## src/rtl/fifo_pack_reader_if.sv

```systemverilog
`default_nettype none
// ============================================================================
// Interface : fifo_pack_reader_if
// Brief     : FWFT FIFO read port plus packed valid/ready output stream.
// Revision  : 1.0
// ============================================================================
interface fifo_pack_reader_if #(
    parameter int IN_W  = 8,
    parameter int RATIO = 4
);
    logic [IN_W-1:0]       fifo_dout;
    logic                  fifo_empty;
    logic                  fifo_rd_en;
    logic [IN_W*RATIO-1:0] m_data;
    logic [RATIO-1:0]      m_keep;
    logic                  m_last;
    logic                  m_valid;
    logic                  m_ready;

    modport master (
        input  fifo_dout, fifo_empty, m_ready,
        output fifo_rd_en, m_data, m_keep, m_last, m_valid
    );

    modport slave (
        output fifo_dout, fifo_empty, m_ready,
        input  fifo_rd_en, m_data, m_keep, m_last, m_valid
    );
endinterface
`default_nettype wire

```

## src/rtl/fifo_pack_reader.sv

```systemverilog
`default_nettype none
// ============================================================================
// Module   : fifo_pack_reader
// Brief    : Drains an FWFT FIFO and packs RATIO words per output beat with
//            m_last framing. Optional partial flush: FIFO_FLUSH_TIMEOUT_EN.
// Revision : 1.0
// ============================================================================
module fifo_pack_reader #(
    parameter int IN_W        = 8,
    parameter int RATIO       = 4,
    parameter int PKT_BEATS   = 4,
    parameter int TIMEOUT_CYC = 16
) (
    input  wire logic          clk,
    input  wire logic          rst_n,
    fifo_pack_reader_if.master bus
);
    localparam int LANE_W = $clog2(RATIO);
    localparam int BEAT_W = (PKT_BEATS > 1) ? $clog2(PKT_BEATS) : 1;
    localparam int OUT_W  = IN_W * RATIO;
    localparam logic [LANE_W-1:0] LAST_LANE = LANE_W'(RATIO - 1);
    localparam logic [BEAT_W-1:0] LAST_BEAT = BEAT_W'(PKT_BEATS - 1);

    generate
        if (RATIO < 2 || (RATIO & (RATIO - 1)) != 0 || PKT_BEATS < 1 || TIMEOUT_CYC < 1) begin : g_bad_params
            $error("fifo_pack_reader: illegal parameter value");
        end
    endgenerate

    logic [RATIO-2:0][IN_W-1:0] acc_q, acc_d;
    logic [LANE_W-1:0]          lane_cnt_q, lane_cnt_d;
    logic [BEAT_W-1:0]          beat_cnt_q, beat_cnt_d;
    logic [OUT_W-1:0]           m_data_q, m_data_d;
    logic [RATIO-1:0]           m_keep_q, m_keep_d;
    logic                       m_last_q, m_last_d;
    logic                       m_valid_q, m_valid_d;

    logic out_free;
    logic lane_full;
    logic pop;
    logic accept;

    assign out_free  = ~m_valid_q | bus.m_ready;
    assign lane_full = (lane_cnt_q == LAST_LANE);
    // The completing pop needs a free output slot; earlier lanes never block.
    assign pop       = rst_n & ~bus.fifo_empty & ~(lane_full & ~out_free);
    assign accept    = m_valid_q & bus.m_ready;

`ifdef FIFO_FLUSH_TIMEOUT_EN
    localparam int TMO_W = $clog2(TIMEOUT_CYC + 1);
    localparam logic [TMO_W-1:0] TMO_MAX = TMO_W'(TIMEOUT_CYC);

    logic [TMO_W-1:0] tmo_q, tmo_d;
    logic             flush;
    logic [OUT_W-1:0] flush_data;
    logic [RATIO-1:0] flush_keep;

    assign flush = (tmo_q == TMO_MAX) & out_free & ~pop & (lane_cnt_q != '0);

    // Lanes at or above lane_cnt may hold stale words from an earlier beat.
    generate
        for (genvar i = 0; i < RATIO; i++) begin : g_flush_lane
            if (i < RATIO - 1) begin : g_acc_lane
                assign flush_keep[i] = (i < int'(lane_cnt_q));
                assign flush_data[i*IN_W +: IN_W] = flush_keep[i] ? acc_q[i] : '0;
            end else begin : g_top_lane
                assign flush_keep[i] = 1'b0;
                assign flush_data[i*IN_W +: IN_W] = '0;
            end
        end
    endgenerate

    always_comb begin
        tmo_d = tmo_q;
        if (pop || flush || lane_cnt_q == '0) begin
            tmo_d = '0;
        end else if (tmo_q != TMO_MAX) begin
            tmo_d = tmo_q + TMO_W'(1);
        end
    end

    always_ff @(posedge clk or negedge rst_n) begin
        if (!rst_n) begin
            tmo_q <= '0;
        end else begin
            tmo_q <= tmo_d;
        end
    end
`endif

    always_comb begin
        acc_d      = acc_q;
        lane_cnt_d = lane_cnt_q;
        m_data_d   = m_data_q;
        m_keep_d   = m_keep_q;
        m_last_d   = m_last_q;
        m_valid_d  = m_valid_q & ~bus.m_ready;
        beat_cnt_d = beat_cnt_q;

        if (accept) begin
            beat_cnt_d = m_last_q ? '0 : beat_cnt_q + BEAT_W'(1);
        end

        if (pop) begin
            if (lane_full) begin
                m_data_d   = {bus.fifo_dout, acc_q};
                m_keep_d   = '1;
                m_last_d   = (beat_cnt_d == LAST_BEAT);
                m_valid_d  = 1'b1;
                lane_cnt_d = '0;
            end else begin
                acc_d[lane_cnt_q] = bus.fifo_dout;
                lane_cnt_d        = lane_cnt_q + LANE_W'(1);
            end
        end
`ifdef FIFO_FLUSH_TIMEOUT_EN
        else if (flush) begin
            m_data_d   = flush_data;
            m_keep_d   = flush_keep;
            m_last_d   = 1'b1;
            m_valid_d  = 1'b1;
            lane_cnt_d = '0;
        end
`endif
    end

    always_ff @(posedge clk or negedge rst_n) begin
        if (!rst_n) begin
            acc_q      <= '0;
            lane_cnt_q <= '0;
            beat_cnt_q <= '0;
            m_data_q   <= '0;
            m_keep_q   <= '0;
            m_last_q   <= 1'b0;
            m_valid_q  <= 1'b0;
        end else begin
            acc_q      <= acc_d;
            lane_cnt_q <= lane_cnt_d;
            beat_cnt_q <= beat_cnt_d;
            m_data_q   <= m_data_d;
            m_keep_q   <= m_keep_d;
            m_last_q   <= m_last_d;
            m_valid_q  <= m_valid_d;
        end
    end

    assign bus.fifo_rd_en = pop;
    assign bus.m_data     = m_data_q;
    assign bus.m_keep     = m_keep_q;
    assign bus.m_last     = m_last_q;
    assign bus.m_valid    = m_valid_q;
endmodule
`default_nettype wire

```

## src/flat_wrapper.sv

```systemverilog
// flat-port wrapper written by rule: the top's interface ports become plain ports
module fifo_pack_reader_flat 
#(
    parameter int IN_W        = 8,
    parameter int RATIO       = 4,
    parameter int PKT_BEATS   = 4,
    parameter int TIMEOUT_CYC = 16
)
  (clk, rst_n, bus_fifo_dout, bus_fifo_empty, bus_m_ready, bus_fifo_rd_en, bus_m_data, bus_m_keep, bus_m_last, bus_m_valid);
  fifo_pack_reader_if #(.IN_W(IN_W), .RATIO(RATIO)) bus_i ();
  input  wire logic clk;
  input  wire logic rst_n;
  input wire logic [$bits(bus_i.fifo_dout)-1:0] bus_fifo_dout;
  input wire logic [$bits(bus_i.fifo_empty)-1:0] bus_fifo_empty;
  input wire logic [$bits(bus_i.m_ready)-1:0] bus_m_ready;
  output wire logic [$bits(bus_i.fifo_rd_en)-1:0] bus_fifo_rd_en;
  output wire logic [$bits(bus_i.m_data)-1:0] bus_m_data;
  output wire logic [$bits(bus_i.m_keep)-1:0] bus_m_keep;
  output wire logic [$bits(bus_i.m_last)-1:0] bus_m_last;
  output wire logic [$bits(bus_i.m_valid)-1:0] bus_m_valid;
  assign bus_i.fifo_dout = bus_fifo_dout;
  assign bus_i.fifo_empty = bus_fifo_empty;
  assign bus_i.m_ready = bus_m_ready;
  assign bus_fifo_rd_en = bus_i.fifo_rd_en;
  assign bus_m_data = bus_i.m_data;
  assign bus_m_keep = bus_i.m_keep;
  assign bus_m_last = bus_i.m_last;
  assign bus_m_valid = bus_i.m_valid;
  fifo_pack_reader #(.IN_W(IN_W), .RATIO(RATIO), .PKT_BEATS(PKT_BEATS), .TIMEOUT_CYC(TIMEOUT_CYC)) u_core (.clk(clk), .rst_n(rst_n), .bus(bus_i));
endmodule
```

## config.mk

```make
export PLATFORM = sky130hd
export DESIGN_NAME = fifo_pack_reader_flat
export DESIGN_NICKNAME = d
export VERILOG_FILES = /design/src/rtl/fifo_pack_reader_if.sv /design/src/rtl/fifo_pack_reader.sv /design/src/flat_wrapper.sv
export SDC_FILE = /design/constraint.sdc
export NUM_CORES = 1
export LEC_CHECK = 0
export BUFFER_PORTS_ARGS = -buffer_cell sky130_fd_sc_hd__buf_2
export CORE_MARGIN = 8
export CORE_UTILIZATION = 54
export DETAILED_ROUTE_END_ITERATION = 8
export PLACE_DENSITY_LB_ADDON = 0.05
export SYNTH_ARGS = -nofsm -noshare
export SYNTH_HDL_FRONTEND = slang
export SYNTH_SLANG_ARGS = --single-unit
```

## constraint.sdc

```tcl
create_clock -name clk -period 2.1 [get_ports clk]
set_clock_uncertainty 0.05 [all_clocks]
set_input_delay 0.21 -clock clk [delete_from_list [all_inputs] [get_ports clk]]
set_output_delay 0.21 -clock clk [all_outputs]
set_load 0.05 [all_outputs]
```

==> metrics list, run 1 <==
* Clock Path Buffers: 2
* Gate Count Post-Synth: 157
- Max-slew violation count: 0
* Synthesized netlist net count: 173
- From synthesis to final layout, the design area changed by 18.3%.
* Total grt overflow: 0
- The die covers 7370 sq um.
* Cell with the largest stage delay on the worst path: and2_1
* Floorplan Core Area: 4720 sq um
- Fill cells in the final layout number 371.
* Critical Path End Type: flop
- DRT iter0 DRCs: 31
* Routed WL per cell: 16.6 um
* Worst-path maximum fanout: 8
- Mean Syn Cell Area: 16.8 sq um
- After clock tree synthesis, the flow added hold-fix buffers numbering 1.
* DR vias/cell: 5.05
- The first detailed-routing pass took 4 iterations.
- Worst skew pair latency: 0.34 ns
* Number of antenna-violating nets in the routed design: 0
- Ratio of cells with drive above 1 in the final layout: 60.6%
* Total clock buffers created by CTS: 9
- Worst relative slew slack: 69.0%
- Startpoint class of the critical path: flop
- In this run the clock root is driven by a clkbuf_8.
- In this run the post-CTS setup repair buffer count came out at 0.
- Yosys printed 0 warnings.
- Accumulated negative setup slack: 0 ns
* Largest delay share family, worst path: simple AND/OR/NAND/NOR gates
- Final Routed Wirelength: 4.73 mm
* Number of global-route vias before repair: 1599
* Combined buffer and inverter count along the critical path: 0
- Clock tree from TritonCTS: yes
- Worst hold path type: in -> reg
- In the global route stage, overall resource usage came out at 14.0%.
- Total Nets Final: 230
- The die is 85.9 um tall.
- Post-synthesis sequential element count: 63
* Final setup viols: 0
- Worst-case setup slack after placement: 0.154 ns
- Max Clock Freq: 514 MHz
- For this configuration, the core starts out at a cell density of 55.8%.
- Vias after detailed routing: 1439
- In this run the cell area of the synthesized design comes to 2640 sq um.
* Initial antenna violation count: 0
- Of the synthesized area, sequential elements account for 59.8%.
- # H-tree levels: 3
- Unrepaired setup endpoints after global routing: false
- Entering global routing, the biggest net connects 38 pins.
- Number of input and output port buffers inserted: 50
- Traced cell by cell, the critical path runs through ha_1 -> nor3b_2 -> and2_1 -> mux2_2.
- Arrival time at the worst endpoint: 2.12 ns
- Period utilisation layout: 92.6%
* Result of the run: complete, no violations
- For the pin with the worst max-slew slack, the measured transition is 0.465 ns.
- Row count: 25
* Sinks on the clock net: 63
- Start-to-end type of the worst setup path: reg -> reg
- First-pass GRT wire length: 7.90 mm
- Slowest stage delay, CP: 0.45 ns
- Remaining routing DRC violations: 0
* Count of max-cap constraint violations: 0
- Detailed placement ended at an HPWL of 3.40 mm.
- Measured along the x axis, the die boundary spans 85.9 um.
- Final hold violation count: 0
- Number of antenna diodes: 0
- Weighted congestion at the end of routability-driven global placement: 0.737
- After clock tree synthesis, the clock-pin slew on the worst setup and hold paths is 0.07 ns.
- In the post-route analysis, the smallest setup slack over all paths is 0.154 ns.
- After synthesis, the netlist uses 20 different library cells.
- After clock tree synthesis, the repair step resized 0 gates.
- For this design the top-level I/O count stands at 51.
* Post-layout minimum cycle time: 1.95 ns
* Required time worst endpoint: 2.27 ns
- Utilization of the core after routing: 66.0%
-- metal layers --
metal	track usage (%)	wire, um	part of all wire, %
met5	0	0	0
met4	8.12	104	2.2
met3	4.68	298	6.3
met2	21.4	2270	48
met1	16.9	2060	44
-- synth_stat cells --
cell type	number	area share [%]
nand2b_4	1	0.52
dfrtp_1	63	60
nand3_1	1	0.19
inv_1	3	0.43
nor3b_2	1	0.47
buf_6	6	2.6
o21a_1	1	0.29
nand2b_1	1	0.24
nor2_1	1	0.14
ha_1	4	1.9
nor2b_4	1	0.52
and3_2	1	0.29
a32o_1	1	0.38
mux2_2	32	14
and2_1	3	0.71
nand2_1	4	0.57
nand3_4	1	0.66
o21ai_0	2	0.38
buf_4	3	0.85
mux2_4	27	15
-- area by class of cell --
class                   count  area (sq um)  area share (%)
clock inverters             3          42.5            1.36
inverters                   3          11.3           0.361
flip-flops and latches     63          1580            50.6
multi-input cells          82           957            30.7
well taps                  67          83.8            2.69
repair buffers             55           290            9.31
clock buffers              12           155            4.98
-- final timing paths --
check	start	endpoint	slack, ns	cells after the start
max in group asynchronous	rst_n	u_core.acc_q[23]	1.18	3
hold / removal	bus_fifo_dout[1]	u_core.acc_q[1]	0.10	2
setup reg to reg	u_core.lane_cnt_q[0]	u_core.acc_q[11]	0.15	4
min in group asynchronous	rst_n	u_core.acc_q[0]	0.44	3
hold reg to reg	u_core.bus.m_data[0]	u_core.bus.m_data[0]	0.45	1
setup / recovery	u_core.lane_cnt_q[0]	u_core.acc_q[11]	0.15	4
-- per-stage QoR --
stage,hold slack [ns],std cells,instance area [sq um]
after global routing,0.104,285,3120
after CTS,0.0917,285,3120
after global placement,0.217,269,2910
after floorplan,-0.136,157,2640
after detailed placement,0.221,269,2910
final,0.102,285,3120
-- logic make-up after synthesis --
group / synth area share [%]
compound gates: 1.04
fa+ha+maj: 1.90
buf+inv: 3.85
flops: 59.8
mux: 29.1
simple gates: 4.32
-- registers in the layout, summed over array words and instances, names as in the netlist --
signal,count
u_core.beat_cnt_q,2
u_core.bus.m_keep,1
u_core.lane_cnt_q,2
u_core.acc_q,24
u_core.bus.m_data,32
u_core.bus.m_valid,1
u_core.bus.m_last,1
-- layout by cell type, fill, tap and decap left out, types with 2 or more instances in the layout --
master,Yosys,layout
buf_4,3,4
nand2_1,4,4
and2_1,3,3
o21ai_0,2,2
mux2_2,32,32
mux2_4,27,27
inv_1,3,3
buf_2,0,50
clkbuf_8,0,11
dfrtp_1,63,63
ha_1,4,4
Power of run 1 is not shown: default switching activity piles up to over one toggle a cycle in this logic, so the estimate is an artifact.
==> inputs of run 2 (changes only) <==
--- a/config.mk
+++ b/config.mk
@@ -10,6 +10,7 @@
 export CORE_UTILIZATION = 54
 export DETAILED_ROUTE_END_ITERATION = 8
 export PLACE_DENSITY_LB_ADDON = 0.05
+export SLEW_MARGIN = 20
 export SYNTH_ARGS = -nofsm -noshare
 export SYNTH_HDL_FRONTEND = slang
 export SYNTH_SLANG_ARGS = --single-unit
==> constraint.sdc (replaced) <==
create_clock -name clk -period 2 [get_ports clk]
set_clock_uncertainty 0.05 [all_clocks]
set_input_delay 0.2 -clock clk [delete_from_list [all_inputs] [get_ports clk]]
set_output_delay 0.2 -clock clk [all_outputs]
set_load 0.05 [all_outputs]
==> metrics list, run 2 (synthesis results as in run 1) <==
* Routed WL per cell: 16.6 um
- Filler cell count: 369
* Total setup buffers inserted after CTS: 0
* Placed wire-length estimate after detailed placement: 3.40 mm
- Data on the critical path is required at its endpoint by 2.17 ns.
- DR vias/cell: 5.05
- The worst register-to-register path has a depth of 4.
- After detailed routing, the number of remaining DRC violations is 0.
- The longest clock path from root to sink contains 2 buffers.
- Once detail routing completed, the nets flagged for antenna violations numbered 0.
- In this run the register-to-register setup slack is 0.20 ns.
* Worst-path maximum fanout: 8
* Number of input and output port buffers inserted: 50
- Global routing finished with a remaining overflow of 0.
- Starting density of the core: 55.8%
* Max-slew violation count: 0
- At the worst endpoint, the arrival time is 1.98 ns.
- Worst setup endpoint: u_core.acc_q[11]
* Cell breakdown of the critical path: ha_1 -> nor3b_2 -> and2_2 -> mux2_2
* Final hold violation count: 0
- Count of max-cap constraint violations: 0
* R2r endpoint: u_core.acc_q[11]
* Result of the run: complete, no violations
- Total Nets Final: 230
- The worst setup path is launched from a flop.
- Final setup viols: 0
* Area growth from synthesis to layout: 18.4%
* Ratio of cells with drive above 1 in the final layout: 61.9%
- The tree is rooted in a clkbuf_8.
- Source of the worst register-to-register timing path: u_core.lane_cnt_q[0]
- The top cell types in the final layout, fill and taps aside, are dfrtp_1 (63), buf_2 (50), mux2_2 (32).
- The pre-antenna-repair detailed-routing pass consisted of 4 iterations.
- 51 I/O pins were placed.
* All-layer global routing usage: 14.0%
- The most critical setup path has its startpoint at u_core.lane_cnt_q[0].
- Number of global-route vias before repair: 1599
- Largest register FFs: 32
- The first global-routing pass estimated 7.90 mm of wire.
- Setup repair after global routing left no endpoint under its margin.
- The floorplan step set the die width to 85.9 um.
- Number of antenna diodes: 0
- # H-tree levels: 3
- Clock transition at the registers of the reported paths: 0.07 ns
- The die covers 7370 sq um.
* Area occupied by registers: 1580 sq um
* Max Clock Freq: 554 MHz
- Cell with the largest stage delay on the worst path: dfrtp_1
* Weighted congestion at the end of routability-driven global placement: 0.737
- Initial antenna violation count: 0
* Critical Path End Type: flop
- Most common cell after layout, fill and taps aside: dfrtp_1
- The routed layout has 1439 vias.
- The setup path with the least slack is of type reg -> reg.
- Sinks on the clock net: 63
- In this design, the stage delay of the slowest critical-path cell is 0.40 ns.
* DRT iter0 DRCs: 31
* Floorplan Core Area: 4720 sq um
- For this block, the routed nets add up to 4.73 mm of wire.
- TritonCTS built the clock tree.
- Final instance count without filler cells: 285
- Transition at the pin with the smallest max-transition slack: 0.456 ns
- The die is 85.9 um tall.
* Worst relative slew slack: 69.6%
- The worst path in the final design needs a cycle of 1.80 ns, including I/O delays and setup.
- The initialized floorplan defines 25 standard-cell rows.
* Placed Cells: 269
- Combined area of the multi-input logic cells: 961 sq um
- Worst hold path type: in -> reg
- After layout, the worst path uses 90.2% of the clock period.
* Accumulated negative setup slack: 0 ns
- Worst skew pair latency: 0.34 ns
- Counting the buffers created by CTS gives 9.
* Maximum number of pins on one net before global-route repair: 38
[run 2: cell counts in the layout (fill, tap and decap cells not counted)]
Identical to the previous run, type by type.
[run 2: what timing repair did]
action                                 in CTS  in global routing
hold buffers                                1                  0
endpoints found under the hold margin      63                  0
setup endpoints to repair                   0                 17
gates resized for setup                     0                  3
[run 2: critical path: cells and delay by family, from the launching register on]
| kind | cells | cell delay, ns |
|---|---|---|
| adder cells (fa/ha/maj) | 1 | 0.29 |
| flip-flops | 1 | 0.40 |
| AND/OR/NAND/NOR | 2 | 0.58 |
| multiplexers | 1 | 0.37 |
[run 2: metal layers]
| metal | up-vias | GRT usage [%] | wire (um) |
|---|---|---|---|
| met1 | 740 | 16.9 | 2060 |
| li1 | 652 | - | - |
| met4 | 0 | 8.12 | 104 |
| met3 | 8 | 4.68 | 298 |
| met2 | 39 | 21.4 | 2270 |
| met5 | - | 0 | 0 |
[run 2: layout make-up]
type / instances / area share (%)
multi-input cells: 82 / 30.8
flip-flops and latches: 63 / 50.5
repair buffers: 55 / 9.30
inverters: 3 / 0.361
clock buffers: 12 / 4.97
clock inverters: 3 / 1.36
well taps: 67 / 2.69
[run 2: how the worst min path moves through the flow]
stage                                  to        startpoint  slack (ns)  cells past startpoint
finish                    u_core.acc_q[1]  bus_fifo_dout[1]        0.09                      2
global route        u_core.bus.m_data[25]  bus_fifo_dout[1]        0.09                      2
CTS                 u_core.bus.m_data[31]  bus_fifo_dout[7]        0.08                      2
detailed placement       u_core.acc_q[19]             rst_n        0.21                      2
global placement     u_core.lane_cnt_q[0]             rst_n        0.21                      2
floorplan                 u_core.acc_q[0]             rst_n       -0.15                      0
[run 2: stage by stage]
stage	worst slack, ns	instance area (sq um)	utilization (%)	hold slack, ns
after detailed placement	0.0545	2910	61.6	0.211
after floorplan	0.218	2640	-	-0.146
after CTS	0.0291	3120	66.0	0.0817
after global routing	0.101	3120	66.1	0.0939
after global placement	0.126	2910	61.6	0.207
final	0.196	3120	66.1	0.0922
Power of run 2 is left out for the same reason.
==> inputs of run 3 (changes only) <==
--- a/config.mk
+++ b/config.mk
@@ -5,7 +5,7 @@
 export SDC_FILE = /design/constraint.sdc
 export NUM_CORES = 1
 export LEC_CHECK = 0
-export BUFFER_PORTS_ARGS = -buffer_cell sky130_fd_sc_hd__buf_2
+export BUFFER_PORTS_ARGS = -buffer_cell sky130_fd_sc_hd__clkbuf_2
 export CORE_MARGIN = 8
 export CORE_UTILIZATION = 54
 export DETAILED_ROUTE_END_ITERATION = 8
==> metrics list, run 3 (synthesis results as in run 1) <==
* All-layer global routing usage: 13.7%
- In this design, the largest share of critical-path delay is due to simple AND/OR/NAND/NOR gates.
- The sequential cells in the finished layout cover a total of 1580 sq um.
- Ratio of cells with drive above 1 in the final layout: 60.6%
- TritonCTS built the clock tree.
* Number of global-route vias before repair: 1591
- The die is 85.9 um wide.
* Total Nets Final: 230
- Number of antenna diodes: 0
- Unrepaired setup endpoints after global routing: false
- Remaining routing DRC violations: 0
- Max-slew violation count: 0
- Most common cell after layout, fill and taps aside: dfrtp_1
- Start-to-end type of the worst setup path: reg -> reg
- Sinks on the clock net: 63
- The final route contains 1433 vias.
* Die area: 7370 sq um
- The worst path in the final design needs a cycle of 1.91 ns, including I/O delays and setup.
- The signal on the critical path passes through ha_1 -> nor3b_2 -> and2_1 -> mux2_2.
- Entering global routing, the biggest net connects 38 pins.
* Worst skew pair latency: 0.31 ns
- DR pass1 iterations: 4
- Worst-case setup slack after placement: 0.0505 ns
- Worst-path maximum fanout: 8
* Count of max-cap constraint violations: 0
- Number of input and output port buffers inserted: 50
* Final hold violation count: 0
* Clock Path Buffers: 2
- The register with the most flip-flops in the layout has 32 of them.
* Worst hold path type: in -> reg
* Final Routed Wirelength: 4.72 mm
* Floorplan Core Area: 4720 sq um
- For the worst setup path, the data required time is 2.15 ns.
- The tree is rooted in a clkbuf_8.
- Startpoint class of the critical path: flop
- Based on the critical path, the design can be clocked at up to 524 MHz.
* Commonest cells after routing, fill and taps aside: dfrtp_1 (63), clkbuf_2 (50), mux2_2 (32)
- The largest individual stage delay along the critical path comes from the cell and2_1.
* Period utilisation layout: 95.4%
- # H-tree levels: 3
* DR vias/cell: 5.06
- STA classifies the critical path endpoint as a flop.
- Filler cell count: 375
- Buffers added to address setup during post-CTS repair amount to 0.
* Die extent in y: 85.9 um
- The multi-input combinational cells in the finished layout cover a total of 958 sq um.
* Starting density of the core: 55.8%
- Combined buffer and inverter count along the critical path: 0
* Final setup viols: 0
- Clock tree synthesis inserted a total of 9 buffers.
- Transition at the pin with the smallest max-transition slack: 0.444 ns
- Initial antenna violation count: 0
* Clock transition at the registers of the reported paths: 0.06 ns
- First-pass GRT wire length: 7.74 mm
- Arrival time at the worst endpoint: 2.05 ns
- After layout, the worst setup slack is 0.0921 ns.
- The congestion estimate from routability-driven global placement came to 0.740.
- Summed over all nets, the half-perimeter wirelength after detailed placement is 3.46 mm.
- Routed WL per cell: 16.7 um
- The floorplan has 25 rows.
- Relative to the synthesized area, the layout overhead comes to 16.6%.
- Worst relative slew slack: 70.4%
* Accumulated negative setup slack: 0 ns
- Slowest stage delay, CP: 0.41 ns
- Ports placed on the boundary: 51
- Total grt overflow: 0
- The detail route stage leaves a number of antenna-violating nets equal to 0.
- DRT iter0 DRCs: 30
* Result of the run: complete, no violations
## run 3: layer usage
| layer | part of all wire [%] | global-route usage [%] | wire [um] |
|---|---|---|---|
| met1 | 44 | 16.2 | 2060 |
| met5 | 0 | 0 | 0 |
| met3 | 5.3 | 5.06 | 251 |
| met2 | 50 | 21.8 | 2360 |
| met4 | 0.95 | 6.37 | 45 |
## run 3: stage by stage
step	hold WS [ns]	utilization, %	area, sq um	cells
global route	0.110	65.0	3070	283
floorplan	-0.146	-	2640	157
finish	0.116	65.0	3070	283
detailed placement	0.221	61.6	2910	269
CTS	0.0977	65.0	3070	283
global placement	0.213	61.6	2910	269
## run 3: area by class of cell
cell class,instances,share of cell area [%]
timing repair buffer,55,9.45
clock buffer,11,4.60
clock inverter,2,0.326
sequential,63,51.3
multi-input combinational,82,31.2
inverter,3,0.367
tap,67,2.73
## run 3: path summary, 6_finish.rpt
check / startpoint / to / slack (ns) / depth (start not counted)
min in group asynchronous: rst_n / u_core.acc_q[18] / 0.47 / 3
worst min-delay path: bus_fifo_dout[7] / u_core.bus.m_data[31] / 0.12 / 2
worst min register to register: u_core.acc_q[2] / u_core.bus.m_data[2] / 0.45 / 1
worst max-delay path: u_core.lane_cnt_q[0] / u_core.acc_q[6] / 0.09 / 4
worst max register to register: u_core.lane_cnt_q[0] / u_core.acc_q[6] / 0.09 / 4
max in group asynchronous: rst_n / u_core.bus.m_data[31] / 1.07 / 3
## run 3: timing repair
item                                    4_1_cts  5_1_grt
endpoints found under the setup margin        0        8
hold endpoints to repair                     63        0
hold buffers                                  1        0
resized for setup                             0        1
Power of run 3 is left out for the same reason.
